**src/rtl/pic_pkg.sv**
```systemverilog
// Shared constants, FSM encoding and helpers for the programmable interrupt controller.
// The controller's register map, OCW2/OCW3 command encodings and INTA sequence states are defined here.
package pic_pkg;

   localparam logic [1:0] PIC_CMD   = 2'd0;
   localparam logic [1:0] PIC_IMR   = 2'd1;
   localparam logic [1:0] PIC_ELCR  = 2'd2;
   localparam logic [1:0] PIC_VBASE = 2'd3;

   localparam logic [1:0] OCW_SEL_OCW2 = 2'b00;
   localparam logic [1:0] OCW_SEL_OCW3 = 2'b01;

   localparam logic [2:0] OCW2_NS_EOI  = 3'b001;
   localparam logic [2:0] OCW2_SP_EOI  = 3'b011;
   localparam logic [2:0] OCW2_ROT_EOI = 3'b101;

   localparam logic [1:0] OCW3_RD_IRR = 2'b10;
   localparam logic [1:0] OCW3_RD_ISR = 2'b11;

   localparam logic [7:0] VBASE_RST  = 8'h08;
   localparam logic [2:0] SPURIOUS_W = 3'd7;

   typedef enum logic [1:0] {
      IDLE = 2'd0,
      ACK1 = 2'd1,
      ACK2 = 2'd2
   } pic_state_e;

   // Level index (v) folded into 0..n-1; v never reaches 2n.
   function automatic logic [2:0] lvl_wrap(input int v, input int n);
      return 3'((v >= n) ? v - n : v);
   endfunction

endpackage

```
**src/rtl/pic_prio_resolver.sv**
```systemverilog
// Rotating-priority encoder: finds the highest in-service level and the best pending request
// that is strictly higher in priority than it (fully nested mode).
module pic_prio_resolver import pic_pkg::*; #(
   parameter int N_IRQ = 8
) (
   input  logic [N_IRQ-1:0] pending,
   input  logic [N_IRQ-1:0] isr,
   input  logic [2:0]       pointer,
   output logic             valid,
   output logic [2:0]       winner,
   output logic             isr_valid,
   output logic [2:0]       isr_top
);

   int         isr_rank;
   logic [2:0] lvl;

   // Rank i is distance from the pointer; scanning downwards leaves the lowest rank as result.
   always_comb begin
      isr_valid = 1'b0;
      isr_top   = '0;
      isr_rank  = N_IRQ;
      valid     = 1'b0;
      winner    = '0;
      lvl       = '0;
      for (int i = N_IRQ - 1; i >= 0; i--) begin
         lvl = lvl_wrap(int'(pointer) + i, N_IRQ);
         if (isr[lvl]) begin
            isr_valid = 1'b1;
            isr_top   = lvl;
            isr_rank  = i;
         end
      end
      for (int i = N_IRQ - 1; i >= 0; i--) begin
         lvl = lvl_wrap(int'(pointer) + i, N_IRQ);
         if (pending[lvl] && (i < isr_rank)) begin
            valid  = 1'b1;
            winner = lvl;
         end
      end
   end

endmodule

```
**src/rtl/pic_ctrl.sv**
```systemverilog
// Programmable interrupt controller: input synchronisers, strobe edge detectors, IRR/ISR/IMR/ELCR/VBASE
// registers, and the two-pulse INTA sequencer that hands the CPU its vector.
module pic_ctrl import pic_pkg::*; #(
   parameter int N_IRQ = 8,
   parameter bit AEOI  = 1'b0,
   parameter int SYNC  = 2
) (
   input  logic             clk,
   input  logic             rst,
   input  logic             cs_n,
   input  logic             wr_n,
   input  logic             rd_n,
   input  logic [1:0]       addr,
   input  logic [7:0]       din,
   output logic [7:0]       dout,
   output logic             dout_oe,
   input  logic [N_IRQ-1:0] ir,
   output logic             intr,
   input  logic             inta_n,
   output logic [1:0]       dbg_state
);

   // Bus handshake: a write is one action per wr_n falling edge while cs_n is low; address and data
   // are taken on the clock that detects the edge. Reads are combinational while cs_n and rd_n are low.
   logic [N_IRQ-1:0] sync_q [SYNC];
   logic [N_IRQ-1:0] ir_s, ir_d, ir_rise;
   logic             wr_q, inta_q, wr_fall, inta_fall, inta_rise, wr_go, cmd_wr;
   logic [N_IRQ-1:0] irr, irr_n, isr, isr_n, imr, elcr, pending;
   logic [4:0]       vbase;
   logic [2:0]       ptr, ptr_n, w, w_n, win, isr_top;
   logic             spur, spur_n, rdsel_isr, intr_n, pend_valid, isr_valid;
   logic [7:0]       rd_word;
   pic_state_e       state, state_n;

   always_ff @(posedge clk or posedge rst) begin
      if (rst) begin
         for (int k = 0; k < SYNC; k++) sync_q[k] <= '0;
         ir_d   <= '0;
         wr_q   <= 1'b1;
         inta_q <= 1'b1;
      end else begin
         sync_q[0] <= ir;
         for (int k = 1; k < SYNC; k++) sync_q[k] <= sync_q[k-1];
         ir_d   <= ir_s;
         wr_q   <= wr_n;
         inta_q <= inta_n;
      end
   end

   assign ir_s      = sync_q[SYNC-1];
   assign ir_rise   = ir_s & ~ir_d;
   assign wr_fall   = wr_q & ~wr_n;
   assign inta_fall = inta_q & ~inta_n;
   assign inta_rise = ~inta_q & inta_n;
   assign wr_go     = wr_fall & ~cs_n;
   assign cmd_wr    = wr_go && (addr == PIC_CMD) && (din[4:3] == OCW_SEL_OCW2);
   assign pending   = irr & ~imr;
   assign dbg_state = state;

   pic_prio_resolver #(.N_IRQ(N_IRQ)) u_prio (
      .pending   (pending),
      .isr       (isr),
      .pointer   (ptr),
      .valid     (pend_valid),
      .winner    (win),
      .isr_valid (isr_valid),
      .isr_top   (isr_top)
   );

   always_ff @(posedge clk or posedge rst) begin
      if (rst) begin
         state     <= IDLE;
         irr       <= '0;
         isr       <= '0;
         ptr       <= '0;
         w         <= '0;
         spur      <= 1'b0;
         intr      <= 1'b0;
         imr       <= '1;
         elcr      <= '0;
         vbase     <= VBASE_RST[7:3];
         rdsel_isr <= 1'b0;
      end else begin
         state <= state_n;
         irr   <= irr_n;
         isr   <= isr_n;
         ptr   <= ptr_n;
         w     <= w_n;
         spur  <= spur_n;
         intr  <= intr_n;
         if (wr_go) begin
            case (addr)
               PIC_IMR:   imr   <= din[N_IRQ-1:0];
               PIC_ELCR:  elcr  <= din[N_IRQ-1:0];
               PIC_VBASE: vbase <= din[7:3];
               default: begin
                  if (din[4:3] == OCW_SEL_OCW3) begin
                     if (din[1:0] == OCW3_RD_IRR) rdsel_isr <= 1'b0;
                     else if (din[1:0] == OCW3_RD_ISR) rdsel_isr <= 1'b1;
                  end
               end
            endcase
         end
      end
   end

   // EOI is applied before the ACK1 set, so a same-cycle EOI cannot clear the newly serviced level.
   always_comb begin
      state_n = state;
      w_n     = w;
      spur_n  = spur;
      isr_n   = isr;
      ptr_n   = ptr;
      intr_n  = 1'b0;
      for (int i = 0; i < N_IRQ; i++)
         irr_n[i] = elcr[i] ? ir_s[i] : (irr[i] | ir_rise[i]);
      if (cmd_wr) begin
         case (din[7:5])
            OCW2_NS_EOI:  if (isr_valid) isr_n[isr_top] = 1'b0;
            OCW2_SP_EOI:  if (int'(din[2:0]) < N_IRQ) isr_n[din[2:0]] = 1'b0;
            OCW2_ROT_EOI: if (isr_valid) begin
                             isr_n[isr_top] = 1'b0;
                             ptr_n = lvl_wrap(int'(isr_top) + 1, N_IRQ);
                          end
            default: ;
         endcase
      end
      case (state)
         IDLE: begin
            intr_n = pend_valid;
            if (inta_fall) begin
               state_n = ACK1;
               intr_n  = 1'b0;
               if (intr && pend_valid) begin
                  w_n         = win;
                  spur_n      = 1'b0;
                  isr_n[win]  = 1'b1;
                  if (!elcr[win]) irr_n[win] = 1'b0;
               end else begin
                  w_n    = SPURIOUS_W;
                  spur_n = 1'b1;
               end
            end
         end
         ACK1: begin
            if (inta_fall) begin
               state_n = ACK2;
               // Auto-EOI always rotates so the just-serviced level drops to lowest priority.
               if (AEOI && !spur) begin
                  isr_n[w] = 1'b0;
                  ptr_n    = lvl_wrap(int'(w) + 1, N_IRQ);
               end
            end
         end
         ACK2: if (inta_rise) state_n = IDLE;
         default: state_n = IDLE;
      endcase
   end

   always_comb begin
      rd_word = '0;
      dout    = '0;
      dout_oe = 1'b0;
      case (addr)
         PIC_CMD:   rd_word[N_IRQ-1:0] = rdsel_isr ? isr : irr;
         PIC_IMR:   rd_word[N_IRQ-1:0] = imr;
         PIC_ELCR:  rd_word[N_IRQ-1:0] = elcr;
         default:   rd_word = {vbase, 3'b000};
      endcase
      if ((state == ACK2) && !inta_n) begin
         dout    = {vbase, w};
         dout_oe = 1'b1;
      end else if (!cs_n && !rd_n) begin
         dout    = rd_word;
         dout_oe = 1'b1;
      end
   end

endmodule

```
**config.mk**
```make
export PLATFORM = sky130hd
export DESIGN_NAME = pic_ctrl
export DESIGN_NICKNAME = d
export VERILOG_FILES = /design/src/rtl/pic_pkg.sv /design/src/rtl/pic_prio_resolver.sv /design/src/rtl/pic_ctrl.sv
export SDC_FILE = /design/constraint.sdc
export NUM_CORES = 1
export LEC_CHECK = 0
export ABC_AREA = 1
export CORE_ASPECT_RATIO = 1.25
export CORE_UTILIZATION = 59
export CTS_CLUSTER_SIZE = 8
export DETAILED_ROUTE_END_ITERATION = 8
export PLACE_DENSITY_LB_ADDON = 0.1
export RECOVER_POWER = 50
export SLEW_MARGIN = 30
export SYNTH_ARGS = -nofsm -noshare
export SYNTH_HDL_FRONTEND = slang
export SYNTH_SLANG_ARGS = --single-unit
```
**constraint.sdc**
```tcl
create_clock -name clk -period 4 [get_ports clk]
set_clock_uncertainty 0.2 [all_clocks]
set_input_delay 1 -clock clk [delete_from_list [all_inputs] [get_ports clk]]
set_output_delay 1 -clock clk [all_outputs]
set_load 0.01 [all_outputs]
```
==> results of run 1 <==
## report_power, final
| part | internal, mW | leakage [nW] | switching, mW | total [mW] |
|---|---|---|---|---|
| clock network | 0.230 | 0.0827 | 0.301 | 0.531 |
| logic | 0.734 | 1.84 | 1.51 | 2.24 |
| registers | 0.898 | 0.840 | 0.175 | 1.07 |
| total | 1.86 | 2.76 | 1.98 | 3.85 |
## cells by family (layout without fill, tap and decap cells)
kind of cell	count (synthesis)	in the layout	synth area share
AND/OR/NAND/NOR	338	338	0.322
AO/OA/AOI/OAI	150	150	0.178
buffers and inverters	117	175	0.102
flip-flops	73	73	0.380
adder cells (fa/ha/maj)	3	3	0.00775
XOR/XNOR	3	3	0.0109
## area by class of cell
cell class,instances,share of cell area
Clock buffer,9,0.0223
Clock inverter,7,0.00968
Inverter,104,0.0718
Multi-Input combinational cell,494,0.454
Sequential cell,73,0.331
Tap cell,95,0.0214
Timing Repair Buffer,55,0.0899
## registers in the layout, summed over array words and instances (netlist names), 5 cells and up
name	cells
irr	8
ir_d	8
isr	8
ir_s	8
sync_q	8
elcr	8
imr	8
vbase	5
## layer usage
metal  vias up  global-route usage  share of wire
met5         -                   0              0
met4         0               0.218          0.052
met3        61              0.0429          0.046
met2       209               0.624           0.51
met1      2285               0.382           0.39
li1       2369                   -              -
## timing repair
action / CTS / global route
setup endpoints to repair: 7 / 5
hold buffers: 0 / 0
resized for setup: 4 / 8
## placed cells by master, fill, tap and decap left out, types with 4 or more instances in the layout
| cell | count |
|---|---|
| nand2_1 | 182 |
| o21ai_0 | 91 |
| inv_1 | 88 |
| nand3_1 | 63 |
| dfrtp_1 | 62 |
| nor2_1 | 32 |
| nand2_2 | 25 |
| buf_4 | 18 |
| a21oi_1 | 17 |
| clkdlybuf4s50_1 | 17 |
| inv_2 | 13 |
| dfstp_2 | 11 |
| nand3_2 | 10 |
| dlygate4sd3_1 | 10 |
| clkbuf_8 | 9 |
| o211ai_1 | 7 |
| a31oi_1 | 5 |
| nor2_2 | 5 |
| o21ai_1 | 5 |
| o311ai_0 | 5 |
| nand4_1 | 4 |
| o22ai_1 | 4 |
| dlygate4sd2_1 | 4 |
| dlymetal6s2s_1 | 4 |
## through the flow
| stage | TNS, ns | power (mW) | hold slack (ns) | area [µm²] | setup slack, ns |
|---|---|---|---|---|---|
| after floorplan | 0 | 2.69 | 0.131 | 4840 | 0.705 |
| after global placement | -0.0789 | 3.22 | 0.133 | 5380 | -0.0421 |
| after detailed placement | -0.251 | 3.28 | 0.138 | 5380 | -0.0975 |
| after CTS | -0.0345 | 3.81 | 0.157 | 5550 | -0.0175 |
| after global routing | 0 | 4.17 | 0.163 | 5560 | 0.0122 |
| final | 0 | 3.85 | 0.154 | 5560 | 0.112 |
## worst paths after layout
kind                            slack (ns)  depth (start not counted)  startpoint    endpoint
worst max-delay path                  0.11                          7      inta_n     dout[2]
worst min-delay path                  0.15                          0   sync_q[8]     ir_s[0]
worst max register to register        0.30                         28      ptr[1]      isr[0]
worst min register to register        0.15                          0   sync_q[8]     ir_s[0]
max in group asynchronous             0.77                          3         rst      isr[7]
min in group asynchronous             1.21                          2         rst  sync_q[14]
## synthesized netlist by cell type, drive strengths merged, types with 2 or more instances
library cell,instances,share of area
clkbuf,4,0.0031
nor3,3,0.0031
nand2,209,0.18
o221ai,2,0.0036
a21oi,19,0.021
nor2,40,0.036
a41oi,2,0.0036
a32o,2,0.0041
nand3,73,0.086
o22ai,4,0.0052
inv,102,0.080
o211ai,7,0.011
o311ai,5,0.0090
o21ai,96,0.099
buf,9,0.016
clkinv,2,0.0028
a22oi,2,0.0031
a311oi,2,0.0036
xor2,2,0.0075
ha,3,0.0078
a31oi,5,0.0065
nand3b,2,0.0031
or2,5,0.0065
dfrtp,62,0.32
dfstp,11,0.060
nand4,5,0.0077
## worst register-to-register path, delay by kind of cell, from the launching register on
kind | cells | cell delay, ns
buf+inv | 5 | 0.41
flops | 1 | 0.44
compound gates | 2 | 0.32
simple gates | 20 | 1.75
fa+ha+maj | 1 | 0.46
==> flow_summary.json, run 1 <==
{
  "status": "completed",
  "initial_core_util": 0.614,
  "drc_errors": 0,
  "critPathLaunchType": "input pin",
  "cts_tree": "built",
  "peakVddDrop_uv": 561,
  "critPathArrivalTime_ns": 2.69,
  "post-route-period-util": 0.972,
  "synth_area_um2": 4840,
  "wl_um": 14100,
  "nets": 764,
  "slowest_stage": "clkdlybuf4s50_1",
  "power.density_nw_per_um2": 692,
  "portBuffers": 35,
  "grtUsageTotal": 0.341,
  "rsz0062_at_grt": "false",
  "dp_hpwl_um": 11000,
  "synth_nets": 711,
  "overflow": 0,
  "drt-vias-per-instance": 5.88,
  "worstMarginPinSlew_ns": 1.23,
  "p_leak_nw": 2.76,
  "cp-end-kind": "primary output",
  "relSlewSlack": 0.182,
  "htree_num_levels": 3,
  "area_delta_synth_final_pct": 14.7,
  "cts_root_buf": "clkbuf_8",
  "cp_num_buf_inv": 3,
  "async_flop_share": 1.00,
  "grt_pass1_vias": 4685,
  "dieArea_um2": 8580,
  "clock_latency_ns": 0.36,
  "regArea_um2": 1840,
  "cts_buffer_depth": 2,
  "cts.clk_slew.worst_paths_ns": 0.08,
  "ys.flop_type": "dfrtp_1",
  "drv_slew": 0,
  "critical_path.top_delay_family": "buffers and inverters",
  "final_core_util": 0.705,
  "core_um2": 7880,
  "io_pins": 36,
  "clock.fmax_mhz": 257,
  "ant_nets": 0,
  "die-width_um": 83.0,
  "nFillCells": 708,
  "setup_violations": 0,
  "ys_seq_elements": 73,
  "cp_max_fo": 4,
  "cts_sinks": 73,
  "die_height_um": 103,
  "crit_required_ns": 2.80,
  "path_class": "in -> out",
  "slowest_delay_ns": 0.54,
  "ys_warn_count": 0,
  "hold_class": "reg -> reg",
  "grt_max_degree": 41,
  "final_cells": 837,
  "placed_cells": 821,
  "post_cts_buffers": 0,
  "synth_cells": 684,
  "seq_area_frac_synth": 0.380,
  "num_antenna_cells": 0,
  "avgSynthCellArea_um2": 7.08,
  "cap_violations": 0,
  "fp-row-count": 36,
  "ys_types": 48,
  "wl_per_cell_um": 16.8,
  "antenna_found_initial": 0,
  "cts_buffers": 9,
  "synth-edff-count": 0,
  "routabilityCongestion": 1.04,
  "first_iter_violations": 443,
  "grt_pass1_wl_um": 22600,
  "drive_gt1_frac": 0.156,
  "path_cells": "clkdlybuf4s50_1 -> inv_1 -> nand2_1 -> nand2_1 -> nor2_4 -> a32o_1 -> clkdlybuf4s50_1",
  "min_period_ns": 3.89,
  "first_pass_iters": 5,
  "hold_viol": 0,
  "vias": 4924,
  "multi_input_area_um2": 2520
}
Note: power is estimated with default switching activity, not from simulation.
==> inputs of run 2 (changes only) <==
--- a/config.mk
+++ b/config.mk
@@ -6,8 +6,7 @@
 export NUM_CORES = 1
 export LEC_CHECK = 0
 export ABC_AREA = 1
-export CORE_ASPECT_RATIO = 1.25
-export CORE_UTILIZATION = 59
+export CORE_UTILIZATION = 51
 export CTS_CLUSTER_SIZE = 8
 export DETAILED_ROUTE_END_ITERATION = 8
 export PLACE_DENSITY_LB_ADDON = 0.1
==> run 2 against run 1 <==
Effect of this change:
- the run now ends with max-capacitance violations, max-slew violations left
- combinational power about the same
- flip-flop and latch count did not move
- clock-buffer cell count up 1
- non-clock buffer count shrank 1
- critical endpoint is now dout[1]
==> flow_summary.json, run 2 (same netlist as run 1, synthesis figures left out) <==
{
  "vias": 4722,
  "setup_violations": 0,
  "cts_buffer_depth": 2,
  "portBuffers": 35,
  "path_cells": "clkdlybuf4s50_1 -> inv_1 -> nand2_2 -> nand2_1 -> nor2_2 -> inv_1 -> o22ai_1 -> clkdlybuf4s50_1",
  "multi_input_area_um2": 2520,
  "drv_slew": 71,
  "drive_gt1_frac": 0.157,
  "cp-end-kind": "primary output",
  "drc_errors": 0,
  "cts_buffers": 9,
  "hp-start": "sync_q[13]",
  "core_um2": 9240,
  "wl_um": 13800,
  "power.density_nw_per_um2": 700,
  "drt-vias-per-instance": 5.42,
  "fp-row-count": 35,
  "die-width_um": 99.5,
  "violations": "max-capacitance violations, max-slew violations",
  "slowest_delay_ns": 0.55,
  "mostFrequentLayoutCells": "181 x nand2_1, 91 x o21ai_0, 88 x inv_1",
  "critPathLaunchType": "input pin",
  "r2r-start": "ptr[0]",
  "cts_root_buf": "clkbuf_8",
  "cp_max_fo": 4,
  "final_core_util": 0.610,
  "p_leak_nw": 2.76,
  "clock.fmax_mhz": 256,
  "ant_nets": 0,
  "nets": 763,
  "die_height_um": 99.5,
  "cts.clk_slew.worst_paths_ns": 0.08,
  "path_class": "in -> out",
  "crit_required_ns": 2.80,
  "peakVddDrop_uv": 348,
  "rsz0062_at_grt": "false",
  "startpoint": "inta_n",
  "grt_max_degree": 71,
  "critPathArrivalTime_ns": 2.71,
  "slowest_stage": "clkdlybuf4s50_1",
  "timing.hold.ws_ns": 0.153,
  "grt_pass1_wl_um": 22400,
  "layout_commonest_cell": "nand2_1",
  "fin_ws_ns": 0.0940,
  "cts_hold_buf": 0,
  "dp_hpwl_um": 10800,
  "grt_pass1_vias": 4446,
  "dp_slack_ns": -0.0677,
  "area_delta_synth_final_pct": 16.4,
  "relSlewSlack": -0.109,
  "hold_class": "reg -> reg",
  "clock_latency_ns": 0.35,
  "cts_sinks": 73,
  "overflow": 0,
  "antenna_found_initial": 0,
  "grtUsageTotal": 0.298,
  "first_iter_violations": 340,
  "dieArea_um2": 9890,
  "first_pass_iters": 5,
  "min_period_ns": 3.91,
  "fin_area_um2": 5640,
  "status": "finished, violations left",
  "io_pins": 36,
  "final_cells": 871,
  "initial_core_util": 0.524,
  "cap_violations": 1,
  "regArea_um2": 1840,
  "placed_cells": 854,
  "post-route-period-util": 0.977,
  "routabilityCongestion": 0.914,
  "worstMarginPinSlew_ns": 1.66,
  "htree_num_levels": 3,
  "cts_tree": "built",
  "wl_per_cell_um": 15.9,
  "post_cts_buffers": 0,
  "hold_viol": 0,
  "nFillCells": 858,
  "placed_area_um2": 5420
}
## run 2: cell count changes in the layout (fill, tap and decap cells not counted)
cell             before  now
clkinvlp_4            3    2
bufinv_16             0    2
nor2_2                5    6
dlymetal6s2s_1        4    3
nand2_2              25   26
inv_6                 3    0
diode_2               0    1
clkinv_4              1    3
nand2_1             182  181
dlygate4sd2_1         4    3
clkinv_2              2    1
clkdlybuf4s50_1      17   19
nor2_4                3    2
## run 2: repair_timing
item	CTS	global route
resized for setup	5	5
endpoints found under the setup margin	6	6
pin swaps	0	1
## run 2: area by class of cell
cell class,count,share of cell area
diodes,1,0.000444
multi-input cells,494,0.447
clock buffers,10,0.0226
repair buffers,54,0.0877
flip-flops and latches,73,0.327
well taps,129,0.0286
clock inverters,6,0.0164
inverters,104,0.0708
## run 2: path summary, 6_finish.rpt
kind                        endpoint  slack [ns]  cells after the start
max                          dout[1]        0.09                      8
min                          ir_s[5]        0.15                      0
max reg2reg                   irr[0]        0.54                     24
min reg2reg                  ir_s[5]        0.15                      0
max in group asynchronous   vbase[1]        1.02                      3
min in group asynchronous  sync_q[8]        0.76                      2
## run 2: routing by layer
layer	global-route usage	vias to the layer above	wire (µm)
li1	-	2351	-
met3	0.0401	26	555
met2	0.514	138	6770
met1	0.387	2207	6200
met4	0.0995	0	289
met5	0	-	0
## run 2: worst max-delay path, delay by kind of cell
| family | cells | cell delay (ns) |
|---|---|---|
| buffers and inverters | 4 | 1.16 |
| AOI/OAI and AO/OA | 1 | 0.13 |
| and+or+nand+nor | 3 | 0.40 |
## run 2: per-stage QoR
stage	TNS [ns]	power, mW
6_report	0	3.94
5_1_grt	0	4.27
4_1_cts	-0.0196	3.93
3_5_place_dp	-0.148	3.27
3_3_place_gp	-0.113	3.24
2_1_floorplan	0	2.69
## run 2: power breakdown
group | switching, mW | internal (mW) | leakage (nW)
combinational | 1.47 | 0.734 | 1.82
clock | 0.291 | 0.353 | 0.103
sequential | 0.192 | 0.898 | 0.840
